===== src/rtl/prog_loader.sv =====
// Assembles a checksummed byte frame into 16-bit words and writes them to instruction RAM; holds the CPU until a good load.
// Latency: each word is written 1 cycle after its LO byte. No backpressure: every rx_valid byte is consumed.
module prog_loader #(
   parameter logic [15:0] BASE_ADDR = 16'h0000,
   parameter int          MAX_WORDS = 1024,
   parameter int          TIMEOUT   = 100000
) (
   input  logic        clk,
   input  logic        reset_n,
   input  logic        start,
   input  logic [7:0]  rx_data,
   input  logic        rx_valid,
   output logic [15:0] instr_wr_addr,
   output logic [15:0] instr_wr_data,
   output logic        instr_wen,
   output logic        cpu_hold,
   output logic        busy,
   output logic        done,
   output logic        error,
   output logic [15:0] words_loaded
);

   localparam int             TW       = $clog2(TIMEOUT + 1);
   localparam logic [16:0]    MAX_LEN  = 17'(MAX_WORDS);
   localparam logic [TW-1:0]  TMO_LAST = TW'(TIMEOUT - 1);

   typedef enum logic [2:0] {
      IDLE, LEN_HI, LEN_LO, DATA_HI, DATA_LO, CHECK, DONE, ERR
   } state_t;

   state_t        state, state_nxt;
   logic [7:0]    checksum, checksum_nxt;
   logic [7:0]    hi_q, hi_nxt;
   logic [15:0]   len_q, len_nxt;
   logic [TW-1:0] timer, timer_nxt;
   logic [15:0]   wr_addr_nxt, wr_data_nxt, words_nxt;
   logic          wen_nxt, hold_nxt, busy_nxt, done_nxt, error_nxt;

   always_ff @(posedge clk or negedge reset_n) begin
      if (!reset_n) begin
         state         <= IDLE;
         cpu_hold      <= 1'b1;
         busy          <= 1'b0;
         done          <= 1'b0;
         error         <= 1'b0;
         instr_wen     <= 1'b0;
         instr_wr_addr <= 16'h0000;
         instr_wr_data <= 16'h0000;
         words_loaded  <= 16'h0000;
         checksum      <= 8'h00;
         timer         <= '0;
         hi_q          <= 8'h00;
         len_q         <= 16'h0000;
      end else begin
         state         <= state_nxt;
         cpu_hold      <= hold_nxt;
         busy          <= busy_nxt;
         done          <= done_nxt;
         error         <= error_nxt;
         instr_wen     <= wen_nxt;
         instr_wr_addr <= wr_addr_nxt;
         instr_wr_data <= wr_data_nxt;
         words_loaded  <= words_nxt;
         checksum      <= checksum_nxt;
         timer         <= timer_nxt;
         hi_q          <= hi_nxt;
         len_q         <= len_nxt;
      end
   end

   always_comb begin
      state_nxt    = state;
      hold_nxt     = cpu_hold;
      busy_nxt     = busy;
      done_nxt     = done;
      error_nxt    = error;
      wen_nxt      = 1'b0;
      wr_addr_nxt  = instr_wr_addr;
      wr_data_nxt  = instr_wr_data;
      words_nxt    = words_loaded;
      checksum_nxt = checksum;
      timer_nxt    = timer;
      hi_nxt       = hi_q;
      len_nxt      = len_q;

      case (state)
         IDLE, DONE, ERR: begin
            if (start) begin
               state_nxt    = LEN_HI;
               done_nxt     = 1'b0;
               error_nxt    = 1'b0;
               words_nxt    = 16'h0000;
               checksum_nxt = 8'h00;
               timer_nxt    = '0;
               busy_nxt     = 1'b1;
               hold_nxt     = 1'b1;
            end
         end
         default: begin
            if (rx_valid) begin
               timer_nxt = '0;
               if (state != CHECK) checksum_nxt = checksum ^ rx_data;
               case (state)
                  LEN_HI: begin
                     hi_nxt    = rx_data;
                     state_nxt = LEN_LO;
                  end
                  LEN_LO: begin
                     len_nxt = {hi_q, rx_data};
                     if ({1'b0, hi_q, rx_data} > MAX_LEN) begin
                        state_nxt = ERR;
                        error_nxt = 1'b1;
                        busy_nxt  = 1'b0;
                     end else if ({hi_q, rx_data} == 16'h0000) begin
                        state_nxt = CHECK;
                     end else begin
                        state_nxt = DATA_HI;
                     end
                  end
                  DATA_HI: begin
                     hi_nxt    = rx_data;
                     state_nxt = DATA_LO;
                  end
                  DATA_LO: begin
                     wen_nxt     = 1'b1;
                     wr_addr_nxt = BASE_ADDR + words_loaded;
                     wr_data_nxt = {hi_q, rx_data};
                     words_nxt   = words_loaded + 16'd1;
                     state_nxt   = (words_nxt == len_q) ? CHECK : DATA_HI;
                  end
                  CHECK: begin
                     busy_nxt = 1'b0;
                     if (rx_data == checksum) begin
                        state_nxt = DONE;
                        done_nxt  = 1'b1;
                        hold_nxt  = 1'b0;
                     end else begin
                        state_nxt = ERR;
                        error_nxt = 1'b1;
                     end
                  end
                  default: state_nxt = IDLE;
               endcase
            end else if (timer == TMO_LAST) begin
               // The TIMEOUT-th silent cycle aborts the load.
               state_nxt = ERR;
               error_nxt = 1'b1;
               busy_nxt  = 1'b0;
            end else begin
               timer_nxt = timer + 1'b1;
            end
         end
      endcase
   end

endmodule

===== config.mk =====
export PLATFORM = sky130hd
export DESIGN_NAME = prog_loader
export DESIGN_NICKNAME = d
export VERILOG_FILES = /design/src/rtl/prog_loader.sv
export SDC_FILE = /design/constraint.sdc
export NUM_CORES = 1
export LEC_CHECK = 0
export BUFFER_PORTS_ARGS = -buffer_cell sky130_fd_sc_hd__buf_4
export CAP_MARGIN = 20
export CORE_UTILIZATION = 55
export DETAILED_ROUTE_END_ITERATION = 10
export PLACE_DENSITY = 0.79
export SYNTH_ARGS = -nofsm -noshare
export SYNTH_HDL_FRONTEND = slang
export SYNTH_SLANG_ARGS = --single-unit

===== constraint.sdc =====
create_clock -name clk -period 3 [get_ports clk]
set_clock_uncertainty 0.05 [all_clocks]
set_input_delay 0.15 -clock clk [delete_from_list [all_inputs] [get_ports clk]]
set_output_delay 0.15 -clock clk [all_outputs]
set_load 0.005 [all_outputs]

==> results_dict.tcl, run 1 <==
set metrics [dict create \
    status "finished, final reports clean" \
    synth_cell_types 56 \
    critPathKind "flip-flop to flip-flop" \
    worst_pin_slew_ns 1.04 \
    drt_wl_total_mm 12.6 \
    layout-drive-gt1-share_pct 20.4 \
    worstPathRequired_ns 3.27 \
    drt-vias-per-instance 5.72 \
    cp-startpoint "words_loaded[4]" \
    critPathBufInv 0 \
    ff2ff_path_depth 5 \
    slowest_delay_ns 0.61 \
    start_util_pct 57.0 \
    avgSynthCellArea_um2 9.41 \
    final_common_cell "nand2_1" \
    fmax_ghz 0.379 \
    ios 65 \
    rrSetupSlack_ns 0.36 \
    gr-total-overflow 0 \
    startpoint_type "flip-flop" \
    critPathMaxFanout 10 \
    grt_max_degree 71 \
    drv_slew 0 \
    ant_nets 0 \
    die-height_um 99.8 \
    root_buffer "clkbuf_8" \
    dieArea_um2 9960 \
    vias 4358 \
    ir_drop_mv 0.645 \
    row_count 35 \
    ys_ff_latch 105 \
    cts_buffers 9 \
    whs_path_depth 3 \
    regToRegEndpoint "state[2]" \
    synth_seq_area_share_pct 50.0 \
    synthFlopType "dfrtp_1" \
    worstHoldPathType "input pin to flip-flop" \
    post_cts_buffers 0 \
    end_kind "flip-flop" \
    final_cell_mix "122 x nand2_1, 104 x dfrtp_1, 77 x buf_4" \
    rsz0062_at_grt "false" \
    drc 0 \
    synthArstFlopShare_pct 100 \
    cp_num_cells 5 \
    cts_tree "done" \
    synth_area_um2 5260 \
    grt_util_met1_pct 37.7 \
    netlist_instances 559 \
    antenna_cells 0 \
    multi_input_area_um2 2500 \
    htreeDepth 3 \
    wl_per_cell_um 16.5 \
    clk_latency_ns 0.37 \
    first_global_vias 4130 \
    antenna_found_initial 0 \
    p_leak_nw 2.87 \
    grtUsageTotal_pct 26.9 \
    clock_path_buffers 2 \
    die_x_um 99.8 \
    hpwl_mm 8.76 \
    fin_nets 642 \
    period_share_pct 88.0 \
    tns_ns 0 \
    rr_startpoint "words_loaded[4]" \
    drt_iter0_drc 235 \
    firstDrtPassIters 4 \
    syn2layout_area_growth_pct 18.2 \
    worst_path_max_delay_cell "or4_4" \
    setup_viol 0 \
    core-area_um2 9240 \
    finalHoldViolCount 0 \
    grt_busiest_layer "met2" \
    cts.sinks 105 \
    grt_pass1_wl_mm 20.9 \
    cp.arrival_ns 2.91 \
    p_per_area_nw_per_um2 776 \
    gp_congestion 0.933 \
    cp_top_family "simple AND/OR/NAND/NOR gates" \
    synthesis.nets 573 \
    slew_headroom_pct 30.1 \
    worst_hold_slack_ns 0.0165 \
    path_clk_slew_ns 0.11 \
    path_cells "nand4_4, or4_4, or4_1, a2111oi_2, a21o_1" \
    cap_viol_max_count 0 \
    min_period_ns 2.64 \
    fillers 765 \
    synth_edf_count 0 \
    yosys_warnings 0 \
    final-seq-area_um2 2630 \
    met2_usage_pct 42.7 \
    port_buffers 64 \
    endpoint "state[2]" \
    grt_use_met3_pct 4.74 \
]
-- flip-flops by register name, indices dropped and copies added, names as in the netlist --
name,count
instr_wen,1
instr_wr_addr,16
instr_wr_data,16
cpu_hold,1
busy,1
error,1
len_q,16
state,3
words_loaded,16
done,1
hi_q,8
checksum,8
timer,17
-- area by class of cell --
type	instances	area share [%]
tap	129	2.59
clock inverter	5	1.09
inverter	8	0.483
timing repair buffer	86	10.9
sequential	105	42.2
multi-input combinational	418	40.2
clock buffer	11	2.43
-- routing by layer --
layer / share of wire (%) / vias to the layer above
li1: - / 2091
met1: 45 / 2099
met2: 47 / 141
met3: 5.2 / 27
met4: 1.9 / 0
met5: 0 / -
-- worst min path at each step --
stage,startpoint,end,slack (ns)
3_5_place_dp,reset_n,timer[15],0.28
6_report,rx_data[4],instr_wr_data[4],0.02
2_1_floorplan,reset_n,busy,-0.20
5_1_grt,rx_data[5],instr_wr_data[5],0.02
3_3_place_gp,reset_n,timer[16],0.26
4_1_cts,rx_valid,state[0],0.02
-- power breakdown --
part	leakage, nW	switching (W)	internal (W)
Combinational	1.39	0.000843	0.000818
Clock	0.112	0.000522	0.000446
Sequential	1.37	0.000404	0.00179
-- cells in the mapped netlist (3+ instances only) --
cell / count / area share [%]
a211oi_1: 5 / 0.71
a21oi_1: 17 / 1.6
a31oi_1: 7 / 0.83
and2_1: 4 / 0.48
and3_1: 5 / 0.59
and4_1: 3 / 0.50
buf_2: 4 / 0.38
clkbuf_1: 22 / 1.6
dfrtp_1: 104 / 49
inv_1: 8 / 0.57
mux2_2: 24 / 5.1
nand2_1: 122 / 8.7
nand2b_1: 8 / 0.95
nand3_1: 15 / 1.4
nand4_1: 8 / 0.95
nor2_1: 40 / 2.9
nor2b_1: 3 / 0.36
nor3_1: 11 / 1.0
nor3b_1: 4 / 0.57
nor4_1: 10 / 1.2
o21a_1: 4 / 0.57
o21ai_0: 34 / 3.2
o2bb2ai_1: 8 / 1.3
o31ai_1: 5 / 0.71
o41ai_1: 6 / 1.0
or3_1: 3 / 0.36
xnor2_1: 20 / 3.3
xor2_1: 19 / 3.2
-- worst reg2reg max path: cells and delay by family (launching register included) --
kind	cells	cell delay [ns]
compound gates	2	0.66
flops	1	0.57
simple gates	3	1.32
-- per-stage QoR --
| stage | area (µm²) | total power, W | util, % | cells | setup WS, ns |
|---|---|---|---|---|---|
| after floorplan | 5260 | 0.00317 | - | 559 | 0.605 |
| after global placement | 5920 | 0.00377 | 64.1 | 738 | 0.465 |
| after detailed placement | 5930 | 0.00386 | 64.2 | 739 | 0.383 |
| after CTS | 6220 | 0.00484 | 67.3 | 762 | 0.376 |
| after global routing | 6220 | 0.00513 | 67.3 | 762 | 0.181 |
| final | 6220 | 0.00483 | 67.3 | 762 | 0.361 |
-- cell families after synthesis --
logic type,after synthesis,synth area share (%)
adder cells (fa/ha/maj),2,0.475
AO/OA/AOI/OAI,105,13.1
buffers and inverters,36,2.66
AND/OR/NAND/NOR,246,21.8
multiplexers,26,5.52
flip-flops,105,50.0
XOR/XNOR,39,6.49
-- timing repair --
| action | CTS | global route |
|---|---|---|
| hold buffers | 7 | 0 |
| resized for setup | 0 | 0 |
| endpoints found under the hold margin | 74 | 0 |
Note: power is estimated with default switching activity, not from simulation.
==> run 2: changes to the inputs <==
- CTS_CLUSTER_SIZE: not set -> 14
- PLACE_DENSITY: 0.79 -> 0.76
==> results_dict.tcl, run 2 (same netlist as run 1, synthesis figures left out) <==
set metrics [dict create \
    clock_path_buffers 2 \
    final_common_cell "nand2_1" \
    final_cell_mix "122 x nand2_1, 104 x dfrtp_1, 78 x buf_4" \
    cts_resized 0 \
    largest_register_ff_count 17 \
    syn2layout_area_growth_pct 17.3 \
    gp_congestion 0.900 \
    largest-register "timer" \
    critPathMaxFanout 10 \
    die_x_um 99.8 \
    root_buffer "clkbuf_8" \
    ant_nets 0 \
    rrSetupSlack_ns 0.31 \
    p_per_area_nw_per_um2 755 \
    antenna_found_initial 0 \
    path_clk_slew_ns 0.11 \
    end_kind "flip-flop" \
    hpwl_mm 8.67 \
    vias 4368 \
    dieArea_um2 9960 \
    grt_max_degree 56 \
    rr_startpoint "words_loaded[4]" \
    die-height_um 99.8 \
    drv_slew 0 \
    core-area_um2 9240 \
    rsz0062_at_grt "false" \
    cts_buffers 9 \
    start_util_pct 57.0 \
    wl_per_cell_um 16.4 \
    gr-total-overflow 0 \
    worstPathRequired_ns 3.27 \
    worstHoldPathType "input pin to flip-flop" \
    status "finished, final reports clean" \
    min_period_ns 2.69 \
    fin_cells 762 \
    ff2ff_path_depth 5 \
    placedCellCount 739 \
    endpoint "state[2]" \
    tns_ns 0 \
    regToRegEndpoint "state[2]" \
    cp.arrival_ns 2.95 \
    period_share_pct 89.6 \
    antenna_cells 0 \
    fin_nets 642 \
    first_global_vias 4036 \
    cts.sinks 105 \
    ir_drop_mv 0.472 \
    grtUsageTotal_pct 26.0 \
    drt_iter0_drc 244 \
    clk_latency_ns 0.37 \
    grt_pass1_wl_mm 20.2 \
    fillers 764 \
    cap_viol_max_count 0 \
    worst_pin_slew_ns 1.11 \
    drt_wl_total_mm 12.5 \
    post_cts_buffers 0 \
    firstDrtPassIters 5 \
    startpoint_type "flip-flop" \
    p_leak_nw 2.85 \
    finalHoldViolCount 0 \
    ios 65 \
    fmax_ghz 0.372 \
    port_buffers 64 \
    whs_path_depth 3 \
    drc 0 \
    drt-vias-per-instance 5.73 \
    slew_headroom_pct 25.0 \
    row_count 35 \
    cp-startpoint "words_loaded[4]" \
    critPathKind "flip-flop to flip-flop" \
    layout-drive-gt1-share_pct 20.4 \
    setup_viol 0 \
    htreeDepth 3 \
    cts_tree "done" \
]
run 2: changes by cell type in the layout (fill, tap and decap cells not counted), sizes merged:
cell and change:
clkbuf -2, clkinvlp +2, bufinv -1, clkinv +1
run 2: cell type report:
| cell class | count | area, µm² | share of cell area [%] |
|---|---|---|---|
| sequential | 105 | 2630 | 42.6 |
| multi-input combinational | 418 | 2500 | 40.5 |
| timing repair buffer | 86 | 676 | 10.9 |
| tap | 129 | 161 | 2.61 |
| clock buffer | 9 | 124 | 2.01 |
| clock inverter | 7 | 51.3 | 0.831 |
| inverter | 8 | 30.0 | 0.486 |
run 2: through the flow:
step	utilization (%)	worst slack, ns	hold WS [ns]	instance area (µm²)	power [W]
after CTS	66.7	0.330	0.00188	6160	0.00467
after detailed placement	64.2	0.352	0.205	5930	0.00385
after global routing	66.8	0.206	0.0172	6170	0.00494
after global placement	64.1	0.457	0.194	5920	0.00378
after floorplan	-	0.605	-0.196	5260	0.00317
final	66.8	0.313	0.0103	6170	0.00466
run 2: worst max-delay path: stages (launching register included):
cell       delay [ns]
dfrtp_1          0.58
nand4_4          0.22
or4_4            0.61
or4_1            0.50
a2111oi_2        0.48
a21o_1           0.18
run 2: worst min-delay path by stage:
stage               startpoint                to
floorplan              reset_n              busy
global placement       reset_n         timer[11]
CTS                 rx_data[6]  instr_wr_data[6]
finish              rx_data[7]  instr_wr_data[7]
global route        rx_data[7]  instr_wr_data[7]
detailed placement     reset_n          timer[8]
run 2: routing by layer:
metal	track usage, %	wire length, µm	share of wire, %
met2	40.5	5840	47
met5	0	0	0
met3	3.97	546	4.4
met1	37.8	5920	47
met4	8.03	171	1.4
run 2: what timing repair did:
action / in CTS / in global routing
hold endpoints to repair: 58 / 1
setup endpoints to repair: 0 / 0
hold buffers: 6 / 1
run 2: power by group:
part,total (W),internal (W),switching (W),leakage (nW)
Sequential,0.00220,0.00179,0.000402,1.37
Combinational,0.00165,0.000813,0.000833,1.39
Clock,0.000821,0.000308,0.000513,0.0864
==> run 3: changes to the inputs <==
- REMOVE_ABC_BUFFERS: not set -> 1
==> results_dict.tcl, run 3 (same netlist as run 1, synthesis figures left out) <==
set metrics [dict create \
    grtUsageTotal_pct 26.4 \
    ant_nets 0 \
    cts_tree "done" \
    htreeDepth 3 \
    gp_congestion 0.957 \
    worstPathRequired_ns 3.19 \
    setup_viol 0 \
    drt_wl_total_mm 12.5 \
    wl_per_cell_um 16.4 \
    largest_register_ff_count 17 \
    drt_iter0_drc 282 \
    worst_pin_slew_ns 0.595 \
    grt_max_degree 63 \
    drv_slew 0 \
    worstHoldPathType "input pin to flip-flop" \
    tns_ns 0 \
    ios 65 \
    drt-vias-per-instance 5.85 \
    antenna_cells 0 \
    antenna_found_initial 0 \
    met2_usage_pct 42.2 \
    status "finished, final reports clean" \
    cp.arrival_ns 2.80 \
    critPathKind "flip-flop to flip-flop" \
    grt_use_met3_pct 5.22 \
    drc 0 \
    total_power_w 0.00478 \
    ir_drop_mv 0.593 \
    grt_pass1_wl_mm 20.8 \
    hpwl_mm 8.66 \
    port_buffers 64 \
    fmax_ghz 0.383 \
    startpoint_type "flip-flop" \
    path_cells "nand4_4, or4_4, or4_1, a2111oi_2, o41ai_1" \
    firstDrtPassIters 5 \
    gr-total-overflow 0 \
    slew_headroom_pct 60.3 \
    cts_buffers 9 \
    clock_path_buffers 2 \
    cts.sinks 105 \
    slowest_delay_ns 0.61 \
    final_cell_mix "122 x nand2_1, 104 x dfrtp_1, 78 x buf_4" \
    worst_path_max_delay_cell "or4_4" \
    rsz0062_at_grt "false" \
    final_common_cell "nand2_1" \
    first_global_vias 4201 \
    die-height_um 99.8 \
    row_count 35 \
    grt_util_met1_pct 36.6 \
    finalHoldViolCount 0 \
    period_share_pct 87.0 \
    path_clk_slew_ns 0.11 \
    cts_resized 0 \
    dieArea_um2 9960 \
    largest-register "timer" \
    die_x_um 99.8 \
    layout-drive-gt1-share_pct 20.3 \
    clk_latency_ns 0.37 \
    syn2layout_area_growth_pct 18.0 \
    post_cts_buffers 0 \
    cap_viol_max_count 0 \
    fin_nets 643 \
    critPathMaxFanout 10 \
    min_period_ns 2.61 \
    grt_busiest_layer "met2" \
    start_util_pct 57.0 \
    p_per_area_nw_per_um2 771 \
    end_kind "flip-flop" \
    root_buffer "clkbuf_8" \
    vias 4462 \
    cts-hold-fix-buffers 7 \
    core-area_um2 9240 \
    p_leak_nw 2.86 \
]
-- run 3: cell types whose count changed in the layout (fill, tap and decap cells not counted) --
cell,before,now
clkinvlp_4,2,1
inv_6,3,1
clkinv_4,0,2
inv_8,0,1
buf_2,0,1
clkinv_2,2,0
bufinv_16,0,1
clkbuf_1,0,1
-- run 3: worst paths after layout --
| check | cells after the start | startpoint | end | slack [ns] |
|---|---|---|---|---|
| worst max-delay path | 5 | words_loaded[4] | state[1] | 0.39 |
| worst min-delay path | 3 | rx_data[2] | instr_wr_data[2] | 0.01 |
| worst max register to register | 5 | words_loaded[4] | state[1] | 0.39 |
| worst min register to register | 2 | instr_wr_addr[14] | instr_wr_addr[14] | 0.43 |
| max in group asynchronous | 3 | reset_n | len_q[4] | 1.90 |
| min in group asynchronous | 2 | reset_n | timer[4] | 0.26 |
-- run 3: area by class of cell --
class	instances	area [µm²]
fillers	751	3030
flip-flops and latches	105	2630
multi-input cells	418	2500
repair buffers	87	681
well taps	129	161
clock buffers	10	128
clock inverters	6	75.1
inverters	8	30.0
-- run 3: report_power, final --
| group | internal, W | switching [W] |
|---|---|---|
| sequential | 0.00179 | 0.000405 |
| combinational | 0.000822 | 0.000857 |
| clock | 0.000398 | 0.000507 |
| total | 0.00302 | 0.00177 |
-- run 3: per-layer routing --
metal / part of all wire [%] / vias up
met4: 1.6 / 0
li1: - / 2092
met2: 48 / 161
met1: 45 / 2188
met5: 0 / -
met3: 5.1 / 21
-- run 3: worst max-delay path: cells and delay by family, from the launching register on --
| kind | cells | cell delay (ns) |
|---|---|---|
| and+or+nand+nor | 3 | 1.33 |
| DFF | 1 | 0.56 |
| AOI/OAI and AO/OA | 2 | 0.55 |
-- run 3: per-stage QoR --
stage / hold WS, ns / area, µm² / utilization [%] / instances / setup WS, ns
finish: 0.0111 / 6210 / 67.2 / 763 / 0.390
global route: 0.0120 / 6210 / 67.2 / 763 / 0.289
CTS: 0.00160 / 6190 / 67.0 / 761 / 0.402
detailed placement: 0.146 / 5920 / 64.1 / 738 / 0.409
global placement: 0.132 / 5920 / 64.1 / 738 / 0.487
floorplan: -0.196 / 5150 / - / 531 / 0.0728
